<file path="src/rtl/bsram_arb_pkg.sv">
// Shared constants for the block-RAM arbiter: state encoding,
// default RAM geometry and requester port ids.
package bsram_arb_pkg;

    localparam int ADDR_W_DEF = 14;
    localparam int DATA_W_DEF = 8;

    localparam logic [1:0] ST_IDLE  = 2'd0;
    localparam logic [1:0] ST_ISSUE = 2'd1;
    localparam logic [1:0] ST_WAIT  = 2'd2;
    localparam logic [1:0] ST_ACK   = 2'd3;

    localparam logic PORT0 = 1'b0;
    localparam logic PORT1 = 1'b1;

endpackage

</file>
<file path="src/rtl/rr_arb2.sv">
// Two-requester round-robin picker: a lone request wins outright,
// contention goes to the port that was not granted last.
module rr_arb2
    import bsram_arb_pkg::*;
(
    input  logic [1:0] req,
    input  logic       last_grant,
    output logic       gnt_valid,
    output logic       gnt_id
);

    // Pure combinational choice; the caller owns last_grant.
    always_comb begin
        gnt_valid = |req;
        gnt_id    = PORT0;
        if (req == 2'b11)
            gnt_id = ~last_grant;
        else if (req[1])
            gnt_id = PORT1;
    end

endmodule

</file>
<file path="src/rtl/bsram_arbiter.sv">
// Shares one single-port block RAM between the I2C register side
// (port 0) and a fabric master (port 1) with round-robin arbitration.
module bsram_arbiter
    import bsram_arb_pkg::*;
#(
    parameter int ADDR_W   = ADDR_W_DEF,
    parameter int DATA_W   = DATA_W_DEF,
    parameter int READ_LAT = 1
) (
    input  logic              clk,
    input  logic              rst,
    input  logic              r0_req,
    input  logic              r0_we,
    input  logic [ADDR_W-1:0] r0_addr,
    input  logic [DATA_W-1:0] r0_wdata,
    output logic              r0_ack,
    output logic [DATA_W-1:0] r0_rdata,
    input  logic              r1_req,
    input  logic              r1_we,
    input  logic [ADDR_W-1:0] r1_addr,
    input  logic [DATA_W-1:0] r1_wdata,
    output logic              r1_ack,
    output logic [DATA_W-1:0] r1_rdata,
    output logic              mem_ce,
    output logic              mem_wre,
    output logic [ADDR_W-1:0] mem_addr,
    output logic [DATA_W-1:0] mem_din,
    input  logic [DATA_W-1:0] mem_dout,
    output logic              busy
);

    localparam logic [2:0] LAT = 3'(READ_LAT);

    logic [1:0]        state;
    logic              last_grant;
    logic              cmd_id;
    logic              cmd_we;
    logic [ADDR_W-1:0] cmd_addr;
    logic [DATA_W-1:0] cmd_wdata;
    logic [2:0]        cnt;
    logic              gnt_valid;
    logic              gnt_id;
    logic              capture;

    rr_arb2 u_pick (
        .req        ({r1_req, r0_req}),
        .last_grant (last_grant),
        .gnt_valid  (gnt_valid),
        .gnt_id     (gnt_id)
    );

    // RAM pins and acks decode straight from state, so an async reset
    // drops them (mem_wre included) without waiting for a clock.
    always_comb begin
        busy     = (state != ST_IDLE);
        mem_ce   = (state == ST_ISSUE) || (state == ST_WAIT);
        mem_wre  = (state == ST_ISSUE) && cmd_we;
        mem_addr = busy ? cmd_addr : '0;
        mem_din  = busy ? cmd_wdata : '0;
        r0_ack   = (state == ST_ACK) && (cmd_id == PORT0);
        r1_ack   = (state == ST_ACK) && (cmd_id == PORT1);
        capture  = (state == ST_WAIT) && (cnt == 3'd1);
    end

    // Access sequencer: latch the winner's command, issue, wait, ack.
    always_ff @(posedge clk or posedge rst) begin
        if (rst) begin
            state      <= ST_IDLE;
            last_grant <= PORT1;
            cmd_id     <= PORT0;
            cmd_we     <= 1'b0;
            cmd_addr   <= '0;
            cmd_wdata  <= '0;
            cnt        <= 3'd0;
        end else begin
            case (state)
                ST_IDLE: begin
                    if (gnt_valid) begin
                        cmd_id    <= gnt_id;
                        cmd_we    <= gnt_id ? r1_we    : r0_we;
                        cmd_addr  <= gnt_id ? r1_addr  : r0_addr;
                        cmd_wdata <= gnt_id ? r1_wdata : r0_wdata;
                        state     <= ST_ISSUE;
                    end
                end
                ST_ISSUE: begin
                    if (cmd_we) begin
                        state <= ST_ACK;
                    end else begin
                        cnt   <= LAT;
                        state <= ST_WAIT;
                    end
                end
                ST_WAIT: begin
                    cnt <= cnt - 3'd1;
                    if (cnt == 3'd1)
                        state <= ST_ACK;
                end
                ST_ACK: begin
                    last_grant <= cmd_id;
                    state      <= ST_IDLE;
                end
                default: state <= ST_IDLE;
            endcase
        end
    end

    // Read data lands only in the granted port's register.
    always_ff @(posedge clk or posedge rst) begin
        if (rst) begin
            r0_rdata <= '0;
            r1_rdata <= '0;
        end else if (capture) begin
            if (cmd_id == PORT1)
                r1_rdata <= mem_dout;
            else
                r0_rdata <= mem_dout;
        end
    end

endmodule

</file>
<file path="config.mk">
export PLATFORM = sky130hd
export DESIGN_NAME = bsram_arbiter
export DESIGN_NICKNAME = d
export VERILOG_FILES = /design/src/rtl/bsram_arb_pkg.sv /design/src/rtl/rr_arb2.sv /design/src/rtl/bsram_arbiter.sv
export SDC_FILE = /design/constraint.sdc
export NUM_CORES = 1
export LEC_CHECK = 0
export ABC_AREA = 1
export CORE_MARGIN = 2
export CORE_UTILIZATION = 28
export CTS_CLUSTER_SIZE = 25
export DETAILED_ROUTE_END_ITERATION = 12
export GPL_ROUTABILITY_DRIVEN = 0
export SLEW_MARGIN = 10
export SYNTH_ARGS = -nofsm -noshare
export SYNTH_HDL_FRONTEND = slang
export SYNTH_SLANG_ARGS = --single-unit
</file>
<file path="constraint.sdc">
create_clock -name clk -period 3.4 [get_ports clk]
set_clock_uncertainty 0.05 [all_clocks]
set_input_delay 0.68 -clock clk [delete_from_list [all_inputs] [get_ports clk]]
set_output_delay 0.68 -clock clk [all_outputs]
set_load 0.1 [all_outputs]
</file>
======== Yosys cells after proc, flatten, opt, wreduce, memory -nomap -nowiden ========
Index checks and enable logic that the tools add are counted.
W data, S select, Z words.
storage, ports and cells
  register bits after elaboration ......... 46
  logic and storage cells ................. 47
cells by class
  add/sub/neg operators ................... 1
  equal/unequal tests ..................... 8
  multiplexer cells ....................... 13
  bitwise logic cells ..................... 2
  reduce and logical (&&, ||, !) cells .... 14
operators with widths
  operator               count
  $mux W14               2
  $mux W8                2
  $reduce_and A2 Y1      5
  $pmux W2 S4            1
  $eq A2 B2 Y1 const B   3
  $pmux W3 S2            1
  $logic_and A1 B1 Y1    4
  $mux W1                4
  $mux W2                2
  $ne A2 B2 Y1 const B   2
  $reduce_bool A2 Y1     2
  $eq A3 B1 Y1 const B   1
  $mux W3                1
  $sub A3 B1 Y3 const B  1
  $eq A2 B1 Y1 const B   1
  $logic_not A2 Y1       1
  $ne A2 B1 Y1 const B   1
  $not A1 Y1             2
  $reduce_or A2 Y1       1
  $logic_or A1 B1 Y1     1

======== Depth between registers and ports, before layout ========
  word-level depth ........................ 3
  gate-level depth with buffers ........... 8

======== By module ========
Synthesis repeated with hierarchy kept, for this count alone.
second synthesis, totals
  cells, all modules ...................... 307
  area, all modules ....................... 2,344.7 µm²
modules (own cells, without submodules)
  module         times used  cells an instance  area an instance (µm²)
  bsram_arbiter  1           304                2,329.7
  rr_arb2        1           3                  15.0

======== Worst setup path before layout ========
No wires, ideal clock.
  path kind ............................... flip-flop to output port
  start point ............................. register state[0]
  end point ............................... output port mem_addr[0]
  arrival ................................. 2.230 ns
  slack ................................... 0.440 ns
  cell stages (with the launch flop) ...... 5
  path buffers ............................ 1
  cells stage by stage .................... dfrtp_1 -> inv_1 -> ha_1 -> clkbuf_1 -> nor2_1
on the way
  word-level cells in the longest chain between the ends .. 2
RTL lines
  element                 line                 source
  from (decl)             bsram_arbiter.sv:34  logic [1:0] state;
  from (signal assigned)  bsram_arbiter.sv:68  state <= ST_IDLE;
  from (signal assigned)  bsram_arbiter.sv:83  state <= ST_ISSUE;
  from (signal assigned)  bsram_arbiter.sv:88  state <= ST_ACK;
  $reduce_bool A2 Y1      bsram_arbiter.sv:55  busy = (state != ST_IDLE);
  $mux W14                bsram_arbiter.sv:58  mem_addr = busy ? cmd_addr : '0;
  to (decl)               bsram_arbiter.sv:26  output logic [ADDR_W-1:0] mem_addr,
Every way passes these cells.

======== Worst setup path after layout ========
  start point ............................. register state[0]
  end point ............................... output port mem_din[5]
on the way
  word-level cells in the longest chain between the ends .. 2
RTL lines
  element             line                 source
  $reduce_bool A2 Y1  bsram_arbiter.sv:55
  $mux W8             bsram_arbiter.sv:59  mem_din = busy ? cmd_wdata : '0;
  to (decl)           bsram_arbiter.sv:27  output logic [DATA_W-1:0] mem_din,
Every way passes these cells.

==> summary by stage <==
Cells and area
The count of nets after finishing is 503. The area growth from synthesis to layout is 45.79%. The number of antenna diodes in the final layout is 0. The fraction of final layout cells with drive strength greater than 1 is 14.35%. Fill cells in the final layout number 916. The footprint of the multi-input gates is 1040 um^2.

Summing all flip-flop and latch instances after layout gives 1152 um^2.

Synth
The leading area contributor after synthesis is dfrtp_1. Sorting the synthesized cells by how often they occur yields 152 x nand2_1, 45 x dfrtp_1, 42 x inv_1. The most frequent cell after synthesis is nand2_1.

For this run, the register share of the synthesized area comes to 47.28%. The post-synthesis register bit count is 46. When the netlist entered floorplanning its net count stood at 407.

A synthesized cell averages 7.127 um^2. The instance count of the mapped netlist is 342. The mapped cell area is 2437 um^2. The Yosys step of the flow raised 0 warnings. After synthesis, the share of flip-flops with an asynchronous set or reset is 100.0%.

The post-synthesis cell type count is 20. Counting flops with a built-in enable in the synthesized netlist gives 0. For this run, the leading register cell type out of synthesis is dfrtp_1. Ranked by total cell area, the synthesized netlist is headed by dfrtp_1 46%, nand2_1 23%, inv_1 6.5%. The fraction of synthesized cell area taken by the top area cell type is 46.20%.

Drt
The number of DRC markers in iteration 0 is 68. The first detailed-routing pass took 4 iterations. The final wirelength is 6.600 mm.

The count of unresolved DRC violations after routing is 0. The detailed-route vias per instance is 4.272. The average wire per cell in the routed design is 12.07 um.

In this run the remaining antenna-violating nets after routing total 0. Summing over every cut layer, the via total after detailed routing is 2337.

Setup path
The cell family contributing the most delay on the critical path is adder cells. The register-to-register setup slack is 1.21 ns. The largest individual stage delay along the critical path comes from the cell ha_1. The worst register-to-register path ends at cmd_we. The worst setup path is launched from a flip-flop. The worst register-to-register path has a depth of 7.

On the worst path, the slowest cell contributes a delay of 0.79 ns. Counting both buffers and inverters, the worst setup path holds a total of 2. For the worst setup path, the data arrival time is 2.09 ns.

STA classifies the critical path endpoint as an output pin. STA puts the critical path data required time at 2.67 ns. The first element of the critical path is state[0]. The critical path class is reg -> out. Traced cell by cell, the critical path runs through inv_1 -> ha_1 -> nor2_1 -> buf_4. In this run the critical register-to-register path is launched from state[0]. In this run the worst path has a maximum fanout of 24.

Timing
Setup repair after global routing left no endpoint under its margin. In this run the tightest slew margin relative to its limit is 36.80%. Setup violations remaining at the end of the flow were counted as 0.

For the finished layout, the period the worst path requires is 2.824 ns. The max-slew violation total from the final report is 0. The final critical path takes up 83.06% of the cycle. The highest attainable clock frequency is 354.1 MHz.

The hold violation total from the final report is 0. Hold is met by 0.4211 ns. At the pin with the least slew margin, the transition time is 0.9467 ns. The summed negative setup slack over all endpoints is 0 ns.

Floorplan
The area enclosed by the die boundary is 9467 um^2. The initialized floorplan defines 34 standard-cell rows. 101 I/O pins were placed. The die is 97.30 um wide. The floorplan step set the die height to 97.30 um. For this configuration, the core starts out at a cell density of 28.36%.

In this run the standard cell core region covers 8593 um^2.

Clock tree
Clock latency on the worst-skew pair, taken at its later pin, is 0.30 ns. The number of buffers created by CTS is 5. The number of H-tree branching levels is 2. TritonCTS built the clock tree.

Buffers inserted to repair hold after CTS numbered 0. In this run, post-CTS repair resized a total of 0 instances. The number of buffers added for setup after CTS is 0. The number of buffers between clock root and the deepest sink is 2.

The clock-pin slew on the worst setup and hold paths is 0.09 ns. The clock net sink count is 46. The clock root buffer is clkbuf_8.

Min path
The worst hold path passes through 2 cells. In this run the worst hold path is classified as reg -> reg. The worst hold path begins at last_grant. The worst hold path terminates at last_grant.

Run status
The flow ran to the end, and the final reports show no timing, DRC or antenna violations.

Place
Once detailed placement completed, the half-perimeter wirelength came to 4.786 mm. Input and output buffers added on the ports amount to 100.

Global routing
Global routing finished with a remaining overflow of 0. The pin count of the biggest net entering global routing is 47. The number of antenna violations at the first check in global routing was 0. The first global-routing pass estimated 11.10 mm of wire. The via count of the first global-routing pass is 2246. For this run, the total global-route usage over all layers was measured as 14.25%.

Job
Max-cap violations in this run came to 0.
[registers in the layout, indices dropped and copies added, names as in the netlist]
register,count
cmd_we,1
cmd_addr,14
cnt,3
r0_rdata,8
last_grant,1
r1_rdata,8
state,2
cmd_wdata,8
cmd_id,1
[layout by cell type (no fill, tap or decap), drive strengths merged]
| cell | Yosys | final |
|---|---|---|
| clkbuf | 4 | 5 |
| o22ai | 1 | 1 |
| nor2 | 29 | 29 |
| ha | 7 | 7 |
| nand3b | 1 | 1 |
| xor2 | 1 | 1 |
| inv | 44 | 44 |
| bufinv | 0 | 2 |
| dfstp | 1 | 1 |
| dfrtp | 45 | 45 |
| clkinv | 0 | 1 |
| a21oi | 1 | 1 |
| clkdlybuf4s50 | 0 | 57 |
| buf | 11 | 47 |
| o21ai | 18 | 18 |
| nand2 | 152 | 152 |
| nand3 | 27 | 27 |
[layout make-up]
type	count	area share [%]
tap	108	3.803
inverter	44	4.648
multi-input combinational	237	29.26
sequential	46	32.43
clock buffer	5	1.937
clock inverter	3	1.937
timing repair buffer	104	25.99
[through the flow]
stage	setup WS [ns]	cell area (um^2)	cells	util [%]
floorplan	0.4400	2437	342	-
global placement	0.8996	3416	539	39.75
detailed placement	0.8341	3416	539	39.75
CTS	0.4912	3553	547	41.35
global route	0.3628	3553	547	41.35
finish	0.5760	3553	547	41.35
[per-layer routing]
layer | track usage, % | wire [um] | part of all wire, % | vias to the layer above
li1 | - | - | - | 1217
met1 | 18.71 | 3120 | 47 | 1055
met2 | 24.25 | 3105 | 47 | 60
met3 | 3.453 | 339 | 5.1 | 5
met4 | 2.564 | 36 | 0.55 | 0
met5 | 0 | 0 | 0 | -
[worst reg2reg max path, cell delays in order (launching register included)]
cell	delay [ns]
dfrtp_1	0.43
inv_1	0.13
ha_1	0.79
inv_2	0.14
nor2_4	0.16
buf_4	0.27
nand2_1	0.10
nand2_1	0.07
[worst max-delay path by stage]
stage                  end  slack, ns  cells past startpoint
2_1_floorplan  mem_addr[0]       0.44                      4
3_3_place_gp    mem_din[3]       0.90                      4
3_5_place_dp          busy       0.83                      4
4_1_cts               busy       0.49                      4
5_1_grt         mem_din[5]       0.36                      4
6_report        mem_din[5]       0.58                      4
[kinds of logic (layout without fill, tap and decap cells)]
logic type	Yosys count	in the layout	synth area share (%)
AOI/OAI and AO/OA	20	20	4.158
buffers and inverters	59	156	10.06
adders and majority gates	7	7	3.593
and+or+nand+nor	209	209	34.55
xor gates and xnor gates	1	1	0.3594
DFF	46	46	47.28
Power is not shown: default switching activity piles up to over one toggle a cycle in this logic, so the estimate is an artifact.
